**config.mk**
```make
export PLATFORM = sky130hd
export DESIGN_NAME = mips_dmem_io
export DESIGN_NICKNAME = d
export VERILOG_FILES = /design/src/rtl/mips_dmem_io.sv
export SDC_FILE = /design/constraint.sdc
export NUM_CORES = 2
export LEC_CHECK = 0
export CAP_MARGIN = 20
export CELL_PAD_IN_SITES_DETAIL_PLACEMENT = 0
export CELL_PAD_IN_SITES_GLOBAL_PLACEMENT = 2
export CORE_ASPECT_RATIO = 0.6
export CORE_MARGIN = 1
export CORE_UTILIZATION = 30
export DETAILED_ROUTE_END_ITERATION = 7
export PLACE_DENSITY_LB_ADDON = 0.1
export SYNTH_ARGS = -nofsm -noshare
export SYNTH_HDL_FRONTEND = slang
export SYNTH_SLANG_ARGS = --single-unit
```
**constraint.sdc**
```tcl
create_clock -name clk -period 4.5 [get_ports clk]
set_input_delay 0.675 -clock clk [delete_from_list [all_inputs] [get_ports clk]]
set_output_delay 0.675 -clock clk [all_outputs]
set_load 0.02 [all_outputs]
```
**src/rtl/mips_dmem_io.sv**
```systemverilog
// mips_dmem_io
// Data-side memory responder for the single-cycle MIPS core. It decodes the
// core's byte address into three regions:
//   - word-addressed data RAM (addr[31:28] == 0, upper index bits alias)
//   - CYCLE  (FFFF_0000): free-running 32-bit cycle counter, loadable
//   - TXDATA (FFFF_0004): push a byte into the TX FIFO / peek the head
//   - STATUS (FFFF_0008): {count, 0, ovf, full, empty}, write bit 2 clears ovf
// Unmapped addresses read 0 and ignore writes. Loads are combinational.
//
// Ports
//   clk        sole clock, rising edge
//   reset_n    asynchronous active-low reset
//   memwrite   store strobe from the core
//   addr       byte address (core ALU output); addr[1:0] ignored
//   writedata  store data
//   readdata   load data, combinational from addr
//   out_valid  TX FIFO head valid
//   out_data   TX FIFO head byte (registered storage at the read pointer)
//   out_ready  sink accepts the head this cycle

module mips_dmem_io #(
  parameter int MEM_WORDS  = 64,
  parameter int FIFO_DEPTH = 4
) (
  input  logic        clk,
  input  logic        reset_n,
  input  logic        memwrite,
  input  logic [31:0] addr,
  input  logic [31:0] writedata,
  output logic [31:0] readdata,
  output logic        out_valid,
  output logic [7:0]  out_data,
  input  logic        out_ready
);

  localparam int AW = $clog2(MEM_WORDS);
  localparam int PW = $clog2(FIFO_DEPTH);
  localparam int CW = PW + 1;

  // Word addresses (addr[31:2]) of the I/O registers.
  localparam logic [29:0] CYCLE_WA  = 30'h3FFF_C000;
  localparam logic [29:0] TXDATA_WA = 30'h3FFF_C001;
  localparam logic [29:0] STATUS_WA = 30'h3FFF_C002;

  // Address decode
  logic sel_ram;
  logic sel_cycle;
  logic sel_tx;
  logic sel_status;
  logic [AW-1:0] ram_idx;

  assign sel_ram    = (addr[31:28] == 4'h0);
  assign sel_cycle  = (addr[31:2] == CYCLE_WA);
  assign sel_tx     = (addr[31:2] == TXDATA_WA);
  assign sel_status = (addr[31:2] == STATUS_WA);
  assign ram_idx    = addr[AW+1:2];

  // Byte offset within the word plays no part in decode.
  logic unused_addr_bits;
  assign unused_addr_bits = ^addr[1:0];

  // Data RAM: no reset, full-word stores only.
  logic [31:0] ram [MEM_WORDS];

  always_ff @(posedge clk) begin
    if (memwrite && sel_ram) begin
      ram[ram_idx] <= writedata;
    end
  end

  // Cycle counter and TX FIFO state
  logic [31:0]   cycle;
  logic [7:0]    fifo [FIFO_DEPTH];
  logic [PW-1:0] rd_ptr;
  logic [PW-1:0] wr_ptr;
  logic [CW-1:0] count;
  logic          ovf;

  logic empty;
  logic full;
  logic pop;
  logic push;
  logic push_ok;

  assign empty = (count == '0);
  assign full  = (count == CW'(FIFO_DEPTH));
  // Handshake is qualified only by registered state, so there is no path
  // from out_ready to out_valid or readdata.
  assign pop     = !empty && out_ready;
  assign push    = memwrite && sel_tx;
  // A simultaneous pop frees the slot the push needs.
  assign push_ok = push && (!full || pop);

  always_ff @(posedge clk or negedge reset_n) begin
    if (!reset_n) begin
      cycle  <= '0;
      rd_ptr <= '0;
      wr_ptr <= '0;
      count  <= '0;
      ovf    <= 1'b0;
      for (int i = 0; i < FIFO_DEPTH; i++) begin
        fifo[i] <= '0;
      end
    end else begin
      // Load wins over increment so the next read returns writedata exactly.
      if (memwrite && sel_cycle) begin
        cycle <= writedata;
      end else begin
        cycle <= cycle + 32'd1;
      end

      if (push_ok) begin
        fifo[wr_ptr] <= writedata[7:0];
        wr_ptr       <= wr_ptr + 1'b1;
      end

      if (pop) begin
        rd_ptr <= rd_ptr + 1'b1;
      end

      case ({push_ok, pop})
        2'b10:   count <= count + 1'b1;
        2'b01:   count <= count - 1'b1;
        default: count <= count;
      endcase

      // Set and clear target different addresses, so they never collide.
      if (push && full && !pop) begin
        ovf <= 1'b1;
      end else if (memwrite && sel_status && writedata[2]) begin
        ovf <= 1'b0;
      end
    end
  end

  assign out_valid = !empty;
  assign out_data  = fifo[rd_ptr];

  // Load path
  logic [3:0] count4;
  assign count4 = 4'(count);

  always_comb begin
    readdata = '0;
    if (sel_ram) begin
      readdata = ram[ram_idx];
    end else if (sel_cycle) begin
      readdata = cycle;
    end else if (sel_tx) begin
      readdata = empty ? 32'h0 : {24'h0, out_data};
    end else if (sel_status) begin
      readdata = {24'h0, count4, 1'b0, ovf, full, empty};
    end
  end

endmodule
```
# Word-level counts from Yosys, hierarchy flattened
# Memories as Yosys holds them, arrays and structs flattened.
# Cells that the tools add are included.
[op_classes]
order_cmp = 3
reduce_logical = 18
n_eq_ne = 6
bitwise_logic = 2
add_sub_neg = 5
muxes = 17
[op_table]
columns = ["op", "count"]
rows = [
  ["2-to-1 mux 32 bit", 3],
  ["equality test 30 bit, second input constant", 3],
  ["2-to-1 mux 8 bit", 5],
  ["adder 32 x 1 -> 32 bit, second input constant", 1],
  ["bitwise mux 32 bit", 1],
  ["binary-select mux 8 bit (select 2 bit)", 1],
  ["demux 8 bit (select 2 bit)", 1],
  ["logical AND 1 bit", 10],
  ["2-to-1 mux 7 bit", 1],
  ["greater-or-equal comparator 3 bit, second input constant", 2],
  ["inverter 2 -> 3 bit", 2],
  ["one-hot mux 3 bit (2 select lines)", 1],
  ["adder 2 x 1 -> 2 bit, second input constant", 2],
  ["logical NOT 4 bit", 1],
  ["2-to-1 mux 1 bit", 4],
  ["nonzero test 2 bit", 2],
  ["adder 3 x 1 -> 3 bit, second input constant", 1],
  ["equality test 3 bit, second input constant", 1],
  ["logical NOT 1 bit", 3],
  ["logical NOT 3 bit", 1],
  ["< comparator 3 x 1 -> 1 bit, second input constant", 1],
  ["subtractor 3 x 1 -> 3 bit, second input constant", 1],
  ["equality test 2 x 1 -> 1 bit, second input constant", 1],
  ["equality test 2 bit, second input constant", 1],
  ["logical OR 1 bit", 1],
]
[totals]
elab_cells = 61
memories = 1
mem_bits_rw = 2048
input_bits = 68
ff_bits = 72
out_inout_bits = 41
[mem_list]
columns = ["memory", "words", "word_bits", "rd", "rd_clocked_by_memory_dff", "wr", "line", "source"]
rows = [
  ["ram", 64, 32, 1, 0, 1, "63", "logic [31:0] ram [MEM_WORDS];"],
]

# Depth between registers and ports, before layout
[logic_depth]
word_depth = 8
ltp_mapped = 12
ltp_nobuf = 8

# Worst setup path after synthesis
# Ideal clock, no wire load.
[synth_timing]
path_kind = "input -> register"
startpoint = "input port addr[3]"
endpoint = "memory ram[0][0], enable pin"
path_stages = 7
arrival_time_ps = 3433
setup_slack_ps = 646
setup_ps = 421
n_path_buf = 4
required_ps = 4079
cell_sequence = "buf_2 > buf_4 > buf_2 > nor3_1 > clkbuf_1 > nand2_1 > nor2_1"
[synth_rtl]
columns = ["element", "line", "source"]
rows = [
  ["from (decl)", "28", "input logic [31:0] addr,"],
  ["to (decl)", "63", ""],
]
# Straight into the memory's write port.

# Worst setup path in the final report
[layout_timing]
startpoint = "input port addr[3]"
endpoint = "output port readdata[28]"
[layout_between]
elab_chain_len = 3
word_cells_on_any_way = 4
cone_classes = "1 x eq/ne; 2 x mux; 1 x memory"
[layout_rtl]
columns = ["element", "line", "source"]
rows = [
  ["branches (longest 2 deep; another with memory (64 x 32 bit))", "-", ""],
  ["2-to-1 mux 32 bit *", "145", "if (sel_ram) begin"],
  ["to (decl)", "30", "output logic [31:0] readdata,"],
]
# Every way passes the cells marked *.

==> metrics.cfg <==
[floorplanning]
pin_count = 109
num_rows = 149
coreArea_mm2 = 0.275
dieArea_mm2 = 0.279
initial_core_util = 0.302
die_h_um = 409
die_w_um = 681

[pwr]
seqPwrFrac = 0.507
p_per_area_mw_per_mm2 = 414
cell_internal_pwr_w = 0.0327
p_clk_frac = 0.413
p_leak_nw = 34.6
total_power_w = 0.0430
swShare = 0.240
switching_power_w = 0.0103
p_comb_frac = 0.081
irDropWorstVdd_uv = 300

[synthesis]
synth_seq_cells = 2120
synth-edff-count = 2048
ys_seq_area_frac = 0.763
synth_xor_area_frac = 0.00348
yosys_warnings = 0
muxShareOfSynthArea = 0.0967
synth_fa_ha_area_frac = 0.000995
synthCells = 4581
async_flop_share = 0.0340
synth_flop_cell = edfxtp_1
synth-compound-area-share = 0.0859
synth_top_family_by_area = multiplexers
avgSynthCellArea_um2 = 18.1
syn_area_mm2 = 0.0830
yosys.cell_types.count = 74
synthSimpleGateAreaFrac = 0.0326
synth_fp_nets = 4655

[detailed_routing]
routedWlPerCell_um = 41.0
dr.first_iter.drc_count = 7578
ant_nets = 0
drt-total-wl_um = 383000
route.detailed.drc = 8
via_per_inst = 5.61
first_pass_iters = 8
vias = 52400

[grt]
grt_pass1_wl_um = 497000
gr-total-overflow = 0
first_global_vias = 49100
antenna_found_initial = 40
grt_max_degree = 70
grtUsageTotal = 0.269

[sta]
maxSlewHeadroom = 0.211
rsz0062_at_grt = yes
min_period_ns = 4.54
hold_ws_ns = 0.194
fin_skew_ns = 0.0212
fin_tns_setup_ns = -0.0583
hold_violations = 0
setup_ws_ns = -0.0402
final_max_slew_viol_count = 0
fin_crit_sh = 1.01
setup_viol = 3
fmax_mhz = 220
tightest_slew_ns = 1.18

[placement]
port_buffers = 106
dp_cells = 8917
dp_hpwl_um = 257000
gp_congestion = 0.858

[worst_setup_path]
cp_data_arrival_time_ns = 3.87
cp-start-kind = input port
cp_data_required_time_ns = 3.83
worst_setup_path_end_kind = output port
worstSetupPathType = in -> out
crit_path_max_fanout = 14

[final_layout]
nFillCells = 25500
layout-drive-gt1-share = 0.307
stdcell_count = 9335
finish.net_count = 5544
area_delta_synth_final_pct = 25.1

[job]
drv_cap = 0

[clocking]
clock-sinks = 2120
h-tree-depth = 4
root_buffer = clkbuf_16
cts_tree = done
clockBufferDepth = 4
cts.clk_slew.worst_paths_ns = 0.06
clock_latency_ns = 0.88
numCtsBuffers = 213

[status]
outcome = finished with violations
violations = DRC, setup timing

[hold_path]
min_path_type = in -> reg

[registers in the layout (all words and copies together), names as in the netlist]
name / cells
rd_ptr: 2
wr_ptr: 2
count: 3
cycle: 32
fifo: 32
ram: 2048
ovf: 1
[worst paths after layout]
path	cells past startpoint	start	end	slack (ns)
max	15	addr[3]	readdata[28]	-0.04
min	1	writedata[11]	ram[39][11]$_DFFE_PP_	0.19
max reg2reg	8	cycle[13]$_DFF_PN0_	cycle[31]$_DFF_PN0_	1.24
min reg2reg	1	fifo[26]$_DFFE_PN0P_	fifo[26]$_DFFE_PN0P_	0.50
max in group asynchronous	3	reset_n	fifo[8]$_DFFE_PN0P_	3.17
min in group asynchronous	2	reset_n	cycle[14]$_DFF_PN0_	0.37
[power by group through the flow]
stage | Clock (W) | Sequential, W | Combinational, W
5_1_grt | 0.0187 | 0.0218 | 0.00355
4_1_cts | 0.0180 | 0.0218 | 0.00340
3_5_place_dp | 0 | 0.0222 | 0.00334
6_report | 0.0177 | 0.0218 | 0.00347
2_1_floorplan | 0 | 0.0221 | 0.00120
3_3_place_gp | 0 | 0.0222 | 0.00333
[cells in the final DEF, fill, tap and decap left out, drive strengths merged, types with 14 or more instances in the layout]
| cell | Yosys | layout |
|---|---|---|
| a21oi | 112 | 112 |
| a221o | 59 | 59 |
| a221oi | 196 | 196 |
| a222oi | 14 | 14 |
| a22o | 44 | 44 |
| a22oi | 170 | 170 |
| a31oi | 36 | 36 |
| and3 | 16 | 16 |
| and3b | 16 | 16 |
| buf | 162 | 935 |
| bufinv | 0 | 15 |
| clkbuf | 161 | 277 |
| clkdlybuf4s50 | 0 | 35 |
| clkinv | 1 | 83 |
| dfrtp | 72 | 72 |
| dlygate4sd2 | 0 | 18 |
| edfxtp | 2048 | 2048 |
| mux2 | 195 | 195 |
| mux2i | 249 | 249 |
| mux4 | 148 | 148 |
| nand2 | 146 | 146 |
| nand2b | 16 | 16 |
| nand3 | 54 | 54 |
| nand4 | 22 | 22 |
| nor2 | 162 | 162 |
| nor3 | 24 | 24 |
| nor4 | 16 | 16 |
| o211ai | 14 | 14 |
| o21ai | 89 | 89 |
| o22a | 23 | 23 |
| o22ai | 84 | 84 |
| o2bb2ai | 22 | 22 |
| xnor2 | 19 | 19 |
| xor2 | 14 | 14 |
[kinds of logic after synthesis]
kind of cell / count (synthesis)
multiplexers: 592
flip-flops: 2120
buffers and inverters: 333
XOR/XNOR: 33
AO/OA/AOI/OAI: 953
AND/OR/NAND/NOR: 544
adder cells (fa/ha/maj): 6
[metal layers]
| layer | wire [um] | vias to the layer above | part of all wire | track usage |
|---|---|---|---|---|
| li1 | - | 20800 | - | - |
| met1 | 185000 | 28700 | 0.48 | 0.426 |
| met2 | 160000 | 2525 | 0.42 | 0.385 |
| met3 | 31800 | 347 | 0.083 | 0.0502 |
| met4 | 6440 | 0 | 0.017 | 0.0437 |
| met5 | 0 | - | 0 | 0 |
[synthesized netlist by cell type (all sizes together), types with 14 or more instances]
library cell  number  area, um2
edfxtp          2048      61500
mux2i            249       2490
a221oi           196       1720
mux2             195       2200
a22oi            170       1280
buf              162        798
nor2             162        608
clkbuf           161        604
mux4             148       3330
nand2            146        558
a21oi            112        561
o21ai             89        445
o22ai             84        526
dfrtp             72       1800
a221o             59        591
nand3             54        270
a22o              44        385
a31oi             36        225
nor3              24        120
o22a              23        201
nand4             22        138
o2bb2ai           22        193
xnor2             19        166
and3              16        100
and3b             16        140
nand2b            16        100
nor4              16        121
a222oi            14        140
o211ai            14        105
xor2              14        123
[worst max-delay path, cell delays in order]
cell and delay (ns):
buf_16 0.16, buf_4 0.17, buf_4 0.18, nor2b_4 0.07
buf_12 0.15, buf_12 0.15, buf_4 0.19, a221oi_1 0.36
buf_4 0.17, o22ai_1 0.09, a211oi_2 0.48, nand4_1 0.18
buf_4 0.21, a22o_1 0.22, dlygate4sd2_1 0.33
[timing repair]
item                                    CTS  global route
setup buffers                            15            18
endpoints found under the setup margin   30            14
pin swaps                                12             8
resized for setup                        90            33
hold endpoints to repair                 38             0
hold buffers                              1             0
gates cloned                              2             2
[metrics by stage]
stage	instance area (um2)	utilization	setup slack [ns]
global placement	96300	0.350	-1.20
floorplan	83000	-	0.646
global route	104000	0.377	-0.0114
detailed placement	96300	0.350	-1.30
finish	104000	0.377	-0.0402
CTS	103000	0.376	-0.0717
[area by class of cell]
cell class / instances / area (um2) / area share
Tap cell: 3699 / 4630 / 0.0446
Inverter: 10 / 50.0 / 0.000482
Antenna cell: 3 / 7.51 / 0.0000724
Clock inverter: 104 / 866 / 0.00834
Clock buffer: 274 / 5720 / 0.0551
Timing Repair Buffer: 997 / 10000 / 0.0965
Sequential cell: 2120 / 63300 / 0.610
Multi-Input combinational cell: 2128 / 19200 / 0.185
No activity file was read; power rests on OpenSTA's default activity.
